### src/rtl/heater_err_monitor.sv
// rtl/heater_err_monitor.sv - sticky error flags, saturating event counters and
// clear/settle sequencer for an array of heater channels.
module heater_err_monitor #(
  parameter int NUM_CH     = 8,
  parameter int CNT_W      = 16,
  parameter int CLR_CYCLES = 4,
  parameter int SETTLE_CYC = 64,
  localparam int SEL_W     = (NUM_CH > 1) ? $clog2(NUM_CH) : 1
) (
  input  logic              clk,
  input  logic              reset,
  input  logic [NUM_CH-1:0] ch_error,
  input  logic              clear_req,
  output logic              err_clear,
  output logic              busy,
  output logic [NUM_CH-1:0] err_sticky,
  output logic              any_error,
  input  logic [SEL_W-1:0]  ch_sel,
  output logic [CNT_W-1:0]  err_count
);

  localparam int TMAX = (CLR_CYCLES > SETTLE_CYC) ? CLR_CYCLES : SETTLE_CYC;
  localparam int TW   = (TMAX > 1) ? $clog2(TMAX) : 1;

  typedef enum logic [1:0] {
    IDLE   = 2'd0,
    CLEAR  = 2'd1,
    SETTLE = 2'd2
  } state_t;

  state_t            state, state_next;
  logic [TW-1:0]     timer, timer_next;
  logic              start;
  logic              idle;
  logic [NUM_CH-1:0] err_q;
  logic [NUM_CH-1:0] evt;
  logic [CNT_W-1:0]  cnt [NUM_CH];

  assign idle = (state == IDLE);
  // err_q is forced low outside IDLE so a level still high on return counts once
  assign evt  = ch_error & ~err_q & {NUM_CH{idle}};

  always_comb begin
    state_next = state;
    timer_next = timer;
    start      = 1'b0;
    case (state)
      IDLE: begin
        if (clear_req) begin
          state_next = CLEAR;
          timer_next = TW'(CLR_CYCLES - 1);
          start      = 1'b1;
        end
      end
      CLEAR: begin
        if (timer == '0) begin
          state_next = SETTLE;
          timer_next = TW'(SETTLE_CYC - 1);
        end else begin
          timer_next = timer - TW'(1);
        end
      end
      SETTLE: begin
        if (timer == '0) state_next = IDLE;
        else             timer_next = timer - TW'(1);
      end
      default: begin
        state_next = IDLE;
        timer_next = '0;
      end
    endcase
  end

  always_ff @(posedge clk or posedge reset) begin
    if (reset) begin
      state     <= IDLE;
      timer     <= '0;
      err_clear <= 1'b0;
      busy      <= 1'b0;
    end else begin
      state     <= state_next;
      timer     <= timer_next;
      err_clear <= (state_next == CLEAR);
      busy      <= (state_next != IDLE);
    end
  end

  // A clear request wins over a same-cycle event: counter and sticky end at 0
  always_ff @(posedge clk or posedge reset) begin
    if (reset) begin
      for (int i = 0; i < NUM_CH; i++) cnt[i] <= '0;
      err_sticky <= '0;
      err_q      <= '0;
      any_error  <= 1'b0;
      err_count  <= '0;
    end else begin
      for (int i = 0; i < NUM_CH; i++) begin
        if (start)                          cnt[i] <= '0;
        else if (evt[i] && (cnt[i] != '1)) cnt[i] <= cnt[i] + CNT_W'(1);
      end
      if (start)     err_sticky <= '0;
      else if (idle) err_sticky <= err_sticky | ch_error;
      err_q     <= idle ? ch_error : '0;
      any_error <= |err_sticky;
      err_count <= (32'(ch_sel) < NUM_CH) ? cnt[ch_sel] : '0;
    end
  end

endmodule

### config.mk
export PLATFORM = sky130hd
export DESIGN_NAME = heater_err_monitor
export DESIGN_NICKNAME = d
export VERILOG_FILES = /design/src/rtl/heater_err_monitor.sv
export SDC_FILE = /design/constraint.sdc
export NUM_CORES = 1
export LEC_CHECK = 0
export CAP_MARGIN = 10
export CORE_MARGIN = 3
export CORE_UTILIZATION = 50
export CTS_BUF_LIST = sky130_fd_sc_hd__clkbuf_16
export CTS_CLUSTER_DIAMETER = 40
export CTS_CLUSTER_SIZE = 10
export DETAILED_ROUTE_END_ITERATION = 16
export PLACE_DENSITY = 0.77
export SETUP_SLACK_MARGIN = 0.15
export SLEW_MARGIN = 20
export SYNTH_ARGS = -nofsm -noshare
export SYNTH_HDL_FRONTEND = slang
export SYNTH_SLANG_ARGS = --single-unit
export TNS_END_PERCENT = 10
### constraint.sdc
create_clock -name clk -period 5.5 [get_ports clk]
set_input_delay 0.825 -clock clk [delete_from_list [all_inputs] [get_ports clk]]
set_output_delay 0.825 -clock clk [all_outputs]
set_load 0.05 [all_outputs]
# == Yosys cells after proc, flatten, opt, wreduce, memory -nomap -nowiden ==
# Index checks and enable logic that the tools add are counted.
# word_totals
reg_bits,171
input_bits,14
out_inout_bits,27
elab_cells,98
# classes
addsub,9
order_cmp,1
eq_ne,13
n_mux,32
bitwise_logic,5
reduce_logical,22
# op_table
cell,count
$mux 16,18
$add 16x1->16 const B,8
$ne 16x16->1 const B,8
$bmux 16 s3,1
$mux 8,3
$reduce_bool 2->1,10
$mux 6,3
$pmux 6 s3,1
$and 8x8->8,2
$logic_and 1x1->1,8
$not 8->8,1
$or 8x8->8,1
$reduce_or 8->1,1
$logic_not 6->1,1
$mux 2,3
$pmux 2 s3,1
$sub 6x1->6 const B,1
$eq 2x1->1 const B,2
$ge 4x4->1 const B,1
$ne 2x2->1 const B,2
$not 3->4,1
$eq 2x2->1 const B,1
$logic_not 2->1,1
$mux 1,2
$reduce_and 2->1,1

# == Longest topological paths before layout ==
# Gate-level depths: netlist of run 1.
# logic_depth
word_depth,6
mapped_depth,9
mapped_depth_nobuf,6

# == Worst setup path after synthesis of run 1 ==
# No wires, ideal clock.
# synth_path
path_type,input to register
start,in ch_error[6]
end,reg cnt[28] in the netlist's numbering
setup_ns,0.078
arrival_time_ns,2.596
required_ns,5.422
setup_slack_ns,2.826
cell_stages,6
path_buffers,2
path_cell_list,or4b_1 > buf_2 > or4_1 > buf_2 > or4_1 > a21oi_1
# synth_via
elab_chain_len,4
# synth_rtl
item,line,source
from (decl),12,"input logic [NUM_CH-1:0] ch_error,"
$and 8x8->8 (2 in series),41,assign evt = ch_error & ~err_q & {NUM_CH{idle}};
$logic_and 1x1->1,99,else if (evt[i] && (cnt[i] != '1)) cnt[i] <= cnt[i] + CNT_W'(1);
$reduce_bool 2->1 (no source line),--,
"to (signal, indexed assignment)",98,if (start) cnt[i] <= '0;
to (decl),37,logic [CNT_W-1:0] cnt [NUM_CH];
# Every way passes these cells.
# A chain may end at the register's enable or synchronous reset.

# == Worst setup path in the final report of run 1 ==
# layout_path
start,in ch_error[5]
end,reg cnt[36] in the netlist's numbering
# The elaborated chain is that of the path after synthesis.

==> run_results.csv, run 1 <==
group,metric,value,unit
yosys,synthSimpleGateAreaFrac,24.3,%
finish,fill_cells,1596,
route,firstDrtPassIters,5,
finish,layout-drive-gt1-share,9.99,%
yosys,async_flop_share,100,%
timing,worstMarginPinSlew,1.06,ns
finish,area_growth,12.4,%
flow_run,cap_violations,0,
die,rows,50,
pwr,p_leak,4.25,nW
global_routing,top_usage_layer,"met1",
clocking,hold_buffers,0,
pwr,p_switching,1.29,mW
global_routing,grt_max_degree,172,
finish,final_util,57.9,%
pwr,peakVddDrop,0.367,mV
route,wirelength,24800,um
yosys,synth_top_family_by_area,"simple AND/OR/NAND/NOR gates",
yosys,synth_compound_gate_area_share,14.7,%
worst_setup_path,cp.arrival,3.36,ns
yosys,synth_fa_ha_area_share,1.28,%
timing,report.final.slew_viol_count,0,
clocking,clk_latency,0.43,ns
die,core_area,19000,sq um
yosys,synthMuxAreaShare,13.0,%
pwr,pwr_density_cell,339,nW/um^2
worst_setup_path,critPathLaunchType,"primary input",
placement,place.gp.congestion,0.883,
worst_setup_path,crit_path_end_kind,"flip-flop",
timing,rsz0062_at_grt,"false",
timing,fin_tns_setup,0,ns
global_routing,antenna_found_initial,0,
timing,fmax,332,MHz
placement,place_area,10400,sq um
clocking,cts_resized,0,
global_routing,use_met3,6.20,%
yosys,synth_area_leader_cell,"dfrtp_1",
global_routing,grt_pass1_vias,7606,
die,die_h,146,um
die,start_util,51.5,%
yosys,syn_area_per_cell,9.92,sq um
clocking,cts.path.max_buffers,2,
clocking,cts_setup_buffers,0,
die,design.die.area,21300,sq um
timing,finalSetupViolCount,0,
global_routing,overflow,0,
yosys,synth_edf_count,0,
die,ios,41,
timing,hold_viol_final,0,
timing,max_slew_margin,29.5,%
route,viasPerCell,6.58,
finish,nets,1032,
yosys,netlist_instances,985,
placement,dpl.hpwl,16900,um
placement,port_buffers,40,
yosys,synth_top_flop_cell,"dfrtp_1",
yosys,yosysTopAreaCellShare,43.8,%
min_path,hold_path.class,"flip-flop to flip-flop",
clocking,root_buffer,"clkbuf_16",
global_routing,grt_use_total,23.5,%
finish,fin_area,11000,sq um
pwr,p_seq_share,45.5,%
worst_setup_path,cp_max_fo,10,
yosys,ys_seq_elements,171,
clocking,cts.sinks,171,
worst_setup_path,critical_path_class,"primary input to flip-flop",
clocking,cts_made_buffers,17,
route,post_drt_wl_per_cell,19.3,um
worst_setup_path,regToRegSetupSlack,2.58,ns
timing,clock_skew,0.0115,ns
finish,antenna_cells,0,
pwr,p_sw_share,34.7,%
yosys,synthTopCellsByArea,"dfrtp_1, mux4_2, a21oi_1",
global_routing,grt_use_met2,34.1,%
yosys,yosysSeqAreaShare,43.8,%
timing,period_needed,3.01,ns
yosys,yosys.cell_types.count,57,
route,drt_drc_violations_left,0,
run_status,status,"finished, final reports clean",
clocking,htreeDepth,4,
die,dieWidth,146,um
clocking,cts_tree,"yes",
pwr,pwr-share-clk,30.9,%
route,dr_total_vias,8431,
yosys,synth_xor_area_share,0.0897,%
clocking,cts.clk_slew.worst_paths,0.07,ns
yosys,ys_warn_count,0,
global_routing,grt_first_pass_wirelength,40800,um
route,postRouteAntennaNets,0,
global_routing,use_met1,34.8,%
yosys,syn_area,9770,sq um
route,drt-initial-drc-count,1126,
worst_setup_path,required,5.85,ns
pwr,pwr-share-comb,23.6,%
timing,fin_crit_sh,54.8,%
pwr,intPower,2.43,mW
yosys,synth_nets,1009,
[per-stage QoR]
step | instances | setup slack, ns | power (mW) | hold slack (ns)
global placement | 1249 | 2.14 | 2.55 | 0.489
global route | 1281 | 2.27 | 3.91 | 0.542
finish | 1281 | 2.49 | 3.72 | 0.522
detailed placement | 1249 | 2.09 | 2.58 | 0.507
floorplan | 985 | 2.49 | 2.28 | 0.462
CTS | 1281 | 2.52 | 3.73 | 0.523
[kinds of logic (layout without fill, tap and decap cells)]
| logic type | after synthesis | after routing |
|---|---|---|
| compound gates | 225 | 225 |
| xor+xnor | 1 | 1 |
| fa+ha+maj | 10 | 10 |
| buf+inv | 70 | 106 |
| flops | 171 | 171 |
| mux | 85 | 85 |
| simple gates | 423 | 423 |
[routing by layer]
metal / wire length [um] / vias to the layer above
met5: 0 / -
met3: 2070 / 34
met1: 11300 / 4138
met2: 10900 / 361
li1: - / 3898
met4: 503 / 0
[sequential cells by signal (all words and copies together) (netlist names)]
name / flops
any_error: 1
timer: 6
state: 2
busy: 1
err_q: 8
err_sticky: 8
cnt: 128
err_count: 16
err_clear: 1
[power by group through the flow]
stage	Clock, mW	Combinational, mW	Sequential (mW)
after CTS	1.16	0.882	1.68
after global routing	1.22	0.968	1.72
after floorplan	0	0.498	1.78
final	1.15	0.879	1.69
after detailed placement	0	0.878	1.71
after global placement	0	0.854	1.69
[synth_stat cells, types with 3 or more instances]
master	instances
a211oi_1	14
a21boi_0	5
a21oi_1	85
a31oi_1	7
and2_1	14
and3_1	15
and4_1	10
buf_1	9
clkbuf_1	36
dfrtp_1	171
ha_1	10
inv_1	22
mux2_2	16
mux2i_1	37
mux4_2	32
nand2_1	105
nand2b_1	28
nand3_1	45
nand3b_1	3
nand4_1	39
nor2_1	26
nor3_1	19
nor3b_1	3
nor4_1	28
nor4b_1	10
o21a_1	9
o21ai_0	31
o311ai_0	5
o31ai_1	39
o41ai_1	11
or2_2	4
or3_1	20
or4_1	45
[worst max-delay path: stages]
cell and delay [ns]:
clkdlybuf4s50_1 0.48, nor4b_1 0.79, nand3_1 0.47, or4_1 0.60
a21oi_1 0.19
[placed cells by master (no fill, tap or decap), types with 3 or more instances in the layout]
cell / count
o41ai_1: 11
nor4_1: 28
nand4_1: 39
ha_1: 10
nand2_1: 104
o21a_1: 9
o311ai_0: 5
and2_1: 13
mux2_2: 16
clkinv_1: 3
mux4_2: 32
a21oi_1: 85
or4_1: 45
clkbuf_16: 17
nor2_1: 26
clkinvlp_4: 5
nand3_1: 45
nor4b_1: 10
nand2b_1: 28
or3_1: 20
mux2i_1: 37
a21boi_0: 5
nor3_1: 19
nand3b_1: 3
inv_6: 3
and3_1: 15
nor3b_1: 3
o31ai_1: 39
and4_1: 10
a211oi_1: 14
o21ai_0: 31
inv_1: 21
dfrtp_1: 171
clkdlybuf4s50_1: 39
a31oi_1: 7
or2_2: 4
buf_4: 12
[cell type report]
type | count | area (sq um) | area share (%)
repair buffers | 52 | 500 | 4.56
multi-input cells | 744 | 5240 | 47.7
flip-flops and latches | 171 | 4280 | 39.0
clock inverters | 15 | 125 | 1.14
clock buffers | 17 | 425 | 3.88
inverters | 22 | 86.3 | 0.787
well taps | 260 | 325 | 2.96
[final timing paths]
path | start | end | cells past startpoint
max | ch_error[5] | cnt[36] | 5
min | err_sticky[4] | any_error | 2
max reg2reg | state[0] | cnt[36] | 4
min reg2reg | err_sticky[4] | any_error | 2
max in group asynchronous | reset | cnt[78] | 3
min in group asynchronous | reset | timer[2] | 3
Note: power is estimated with default switching activity, not from simulation.
==> run 2, diff against run 1 <==
PLACE_DENSITY = 0.75   (was 0.77)
clock period = 2.84 ns   (was 5.5 ns; I/O delays follow)
==> run_results.csv, run 2 (same netlist as run 1, synthesis figures left out) <==
group,metric,value,unit
timing,fin_tns_setup,0,ns
timing,setup_slack,0.502,ns
pwr,pwr_density_cell,640,nW/um^2
flow_run,cap_violations,0,
pwr,peakVddDrop,0.748,mV
finish,final_common_cell,"dfrtp_1",
placement,dpl.hpwl,17500,um
worst_setup_path,critical_path_class,"flip-flop to flip-flop",
finish,antenna_cells,0,
finish,largest_registers,"cnt (128), err_count (16)",
finish,final_util,58.7,%
worst_setup_path,path_cells,"buf_4 -> nor4b_1 -> buf_4 -> nand4_1 -> nor4b_1 -> mux2i_1",
route,drt_drc_violations_left,0,
route,viasPerCell,6.39,
run_status,status,"finished, final reports clean",
timing,fmax,428,MHz
die,rows,50,
placement,place.gp.congestion,0.906,
die,ios,41,
timing,clock_skew,0.0113,ns
die,die_h,146,um
route,wl_met1,11500,um
finish,area_growth,13.9,%
global_routing,antenna_found_initial,0,
global_routing,overflow,0,
finish,multiInputGateArea,5230,sq um
worst_setup_path,cp_slowest_cell,"nor4b_1",
clocking,cts.clk_slew.worst_paths,0.06,ns
clocking,cts_resized,0,
clocking,cts.path.max_buffers,2,
finish,largest_reg_flops,128,
timing,fin_crit_sh,82.3,%
worst_setup_path,critPathLaunchType,"flip-flop",
pwr,p_leak,4.35,nW
timing,hold_viol_final,0,
route,post_drt_wl_per_cell,18.7,um
finish,nets,1051,
timing,finalSetupViolCount,0,
finish,top_register,"cnt",
worst_setup_path,cp.arrival,2.69,ns
finish,layout-drive-gt1-share,11.2,%
worst_setup_path,cp_top_family,"simple AND/OR/NAND/NOR gates",
die,core_area,19000,sq um
route,wirelength,24200,um
timing,report.final.slew_viol_count,0,
route,postRouteAntennaNets,0,
worst_setup_path,required,3.19,ns
finish,final_cell_mix,"dfrtp_1, nand2_1, a21oi_1",
clocking,root_buffer,"clkbuf_16",
worst_setup_path,cpPeakStageDelay,0.46,ns
worst_setup_path,cp_max_fo,20,
route,wl_met3,1520,um
global_routing,grt_pass1_vias,7541,
die,start_util,51.5,%
clocking,cts.sinks,171,
clocking,cts_tree,"yes",
clocking,cts_made_buffers,17,
clocking,htreeDepth,4,
timing,max_slew_margin,41.4,%
worst_setup_path,path_buf_inv,2,
global_routing,grt_first_pass_wirelength,39500,um
placement,dp_slack,0.110,ns
global_routing,grt_use_total,22.9,%
clocking,hold_buffers,0,
worst_setup_path,crit_path_end_kind,"flip-flop",
route,firstDrtPassIters,5,
route,top_layer,"met4",
clocking,cts_setup_buffers,0,
timing,worstMarginPinSlew,0.871,ns
die,design.die.area,21300,sq um
clocking,clk_latency,0.43,ns
route,drt-initial-drc-count,899,
timing,rsz0062_at_grt,"false",
finish,fill_cells,1571,
timing,whs,0.415,ns
route,dr_wl_met2,10800,um
timing,period_needed,2.34,ns
placement,port_buffers,40,
finish,ff_latch_area,4280,sq um
die,dieWidth,146,um
route,dr_total_vias,8286,
global_routing,grt_max_degree,64,
min_path,hold_path.class,"primary input to asynchronous set/reset pin",
==> run 2: cell types whose count changed in the layout (fill, tap and decap cells not counted), moves of 2 or more <==
cell and change:
buf_12 +5, clkinv_4 -2, buf_4 +13, inv_6 -3
==> run 2: area by class of cell <==
cell class / count / area share (%)
clock inverters: 12 / 0.776
multi-input cells: 744 / 46.9
repair buffers: 71 / 6.32
clock buffers: 17 / 3.82
well taps: 260 / 2.92
flip-flops and latches: 171 / 38.4
inverters: 22 / 0.776
==> run 2: power by group <==
group | switching [mW] | leakage (nW) | internal (mW)
Combinational | 1.03 | 1.78 | 0.746
Clock | 0.935 | 0.247 | 1.17
Sequential | 0.448 | 2.32 | 2.80
Total | 2.41 | 4.35 | 4.72
==> run 2: path summary, 6_finish.rpt <==
check                              startpoint      endpoint  slack (ns)  depth (start not counted)
worst max-delay path                 state[0]      cnt[121]        0.50                          6
worst min-delay path                    reset      timer[2]        0.41                          2
worst max register to register       state[0]      cnt[121]        0.50                          6
worst min register to register  err_sticky[7]     any_error        0.51                          2
max in group asynchronous               reset  err_count[0]        1.71                          3
min in group clk                err_sticky[7]     any_error        0.51                          2
==> run 2: layer usage <==
metal	GRT usage, %	up-vias
met5	0	-
met4	6.27	0
met3	4.14	28
met2	34.2	248
met1	34.4	4090
li1	-	3920
==> run 2: metrics by stage <==
stage / cell area [sq um] / cells / total power [mW]
after floorplan: 9770 / 985 / 4.42
final: 11100 / 1297 / 7.13
after detailed placement: 10600 / 1268 / 5.05
after global placement: 10600 / 1268 / 5.00
after global routing: 11100 / 1297 / 7.48
after CTS: 11100 / 1297 / 7.17
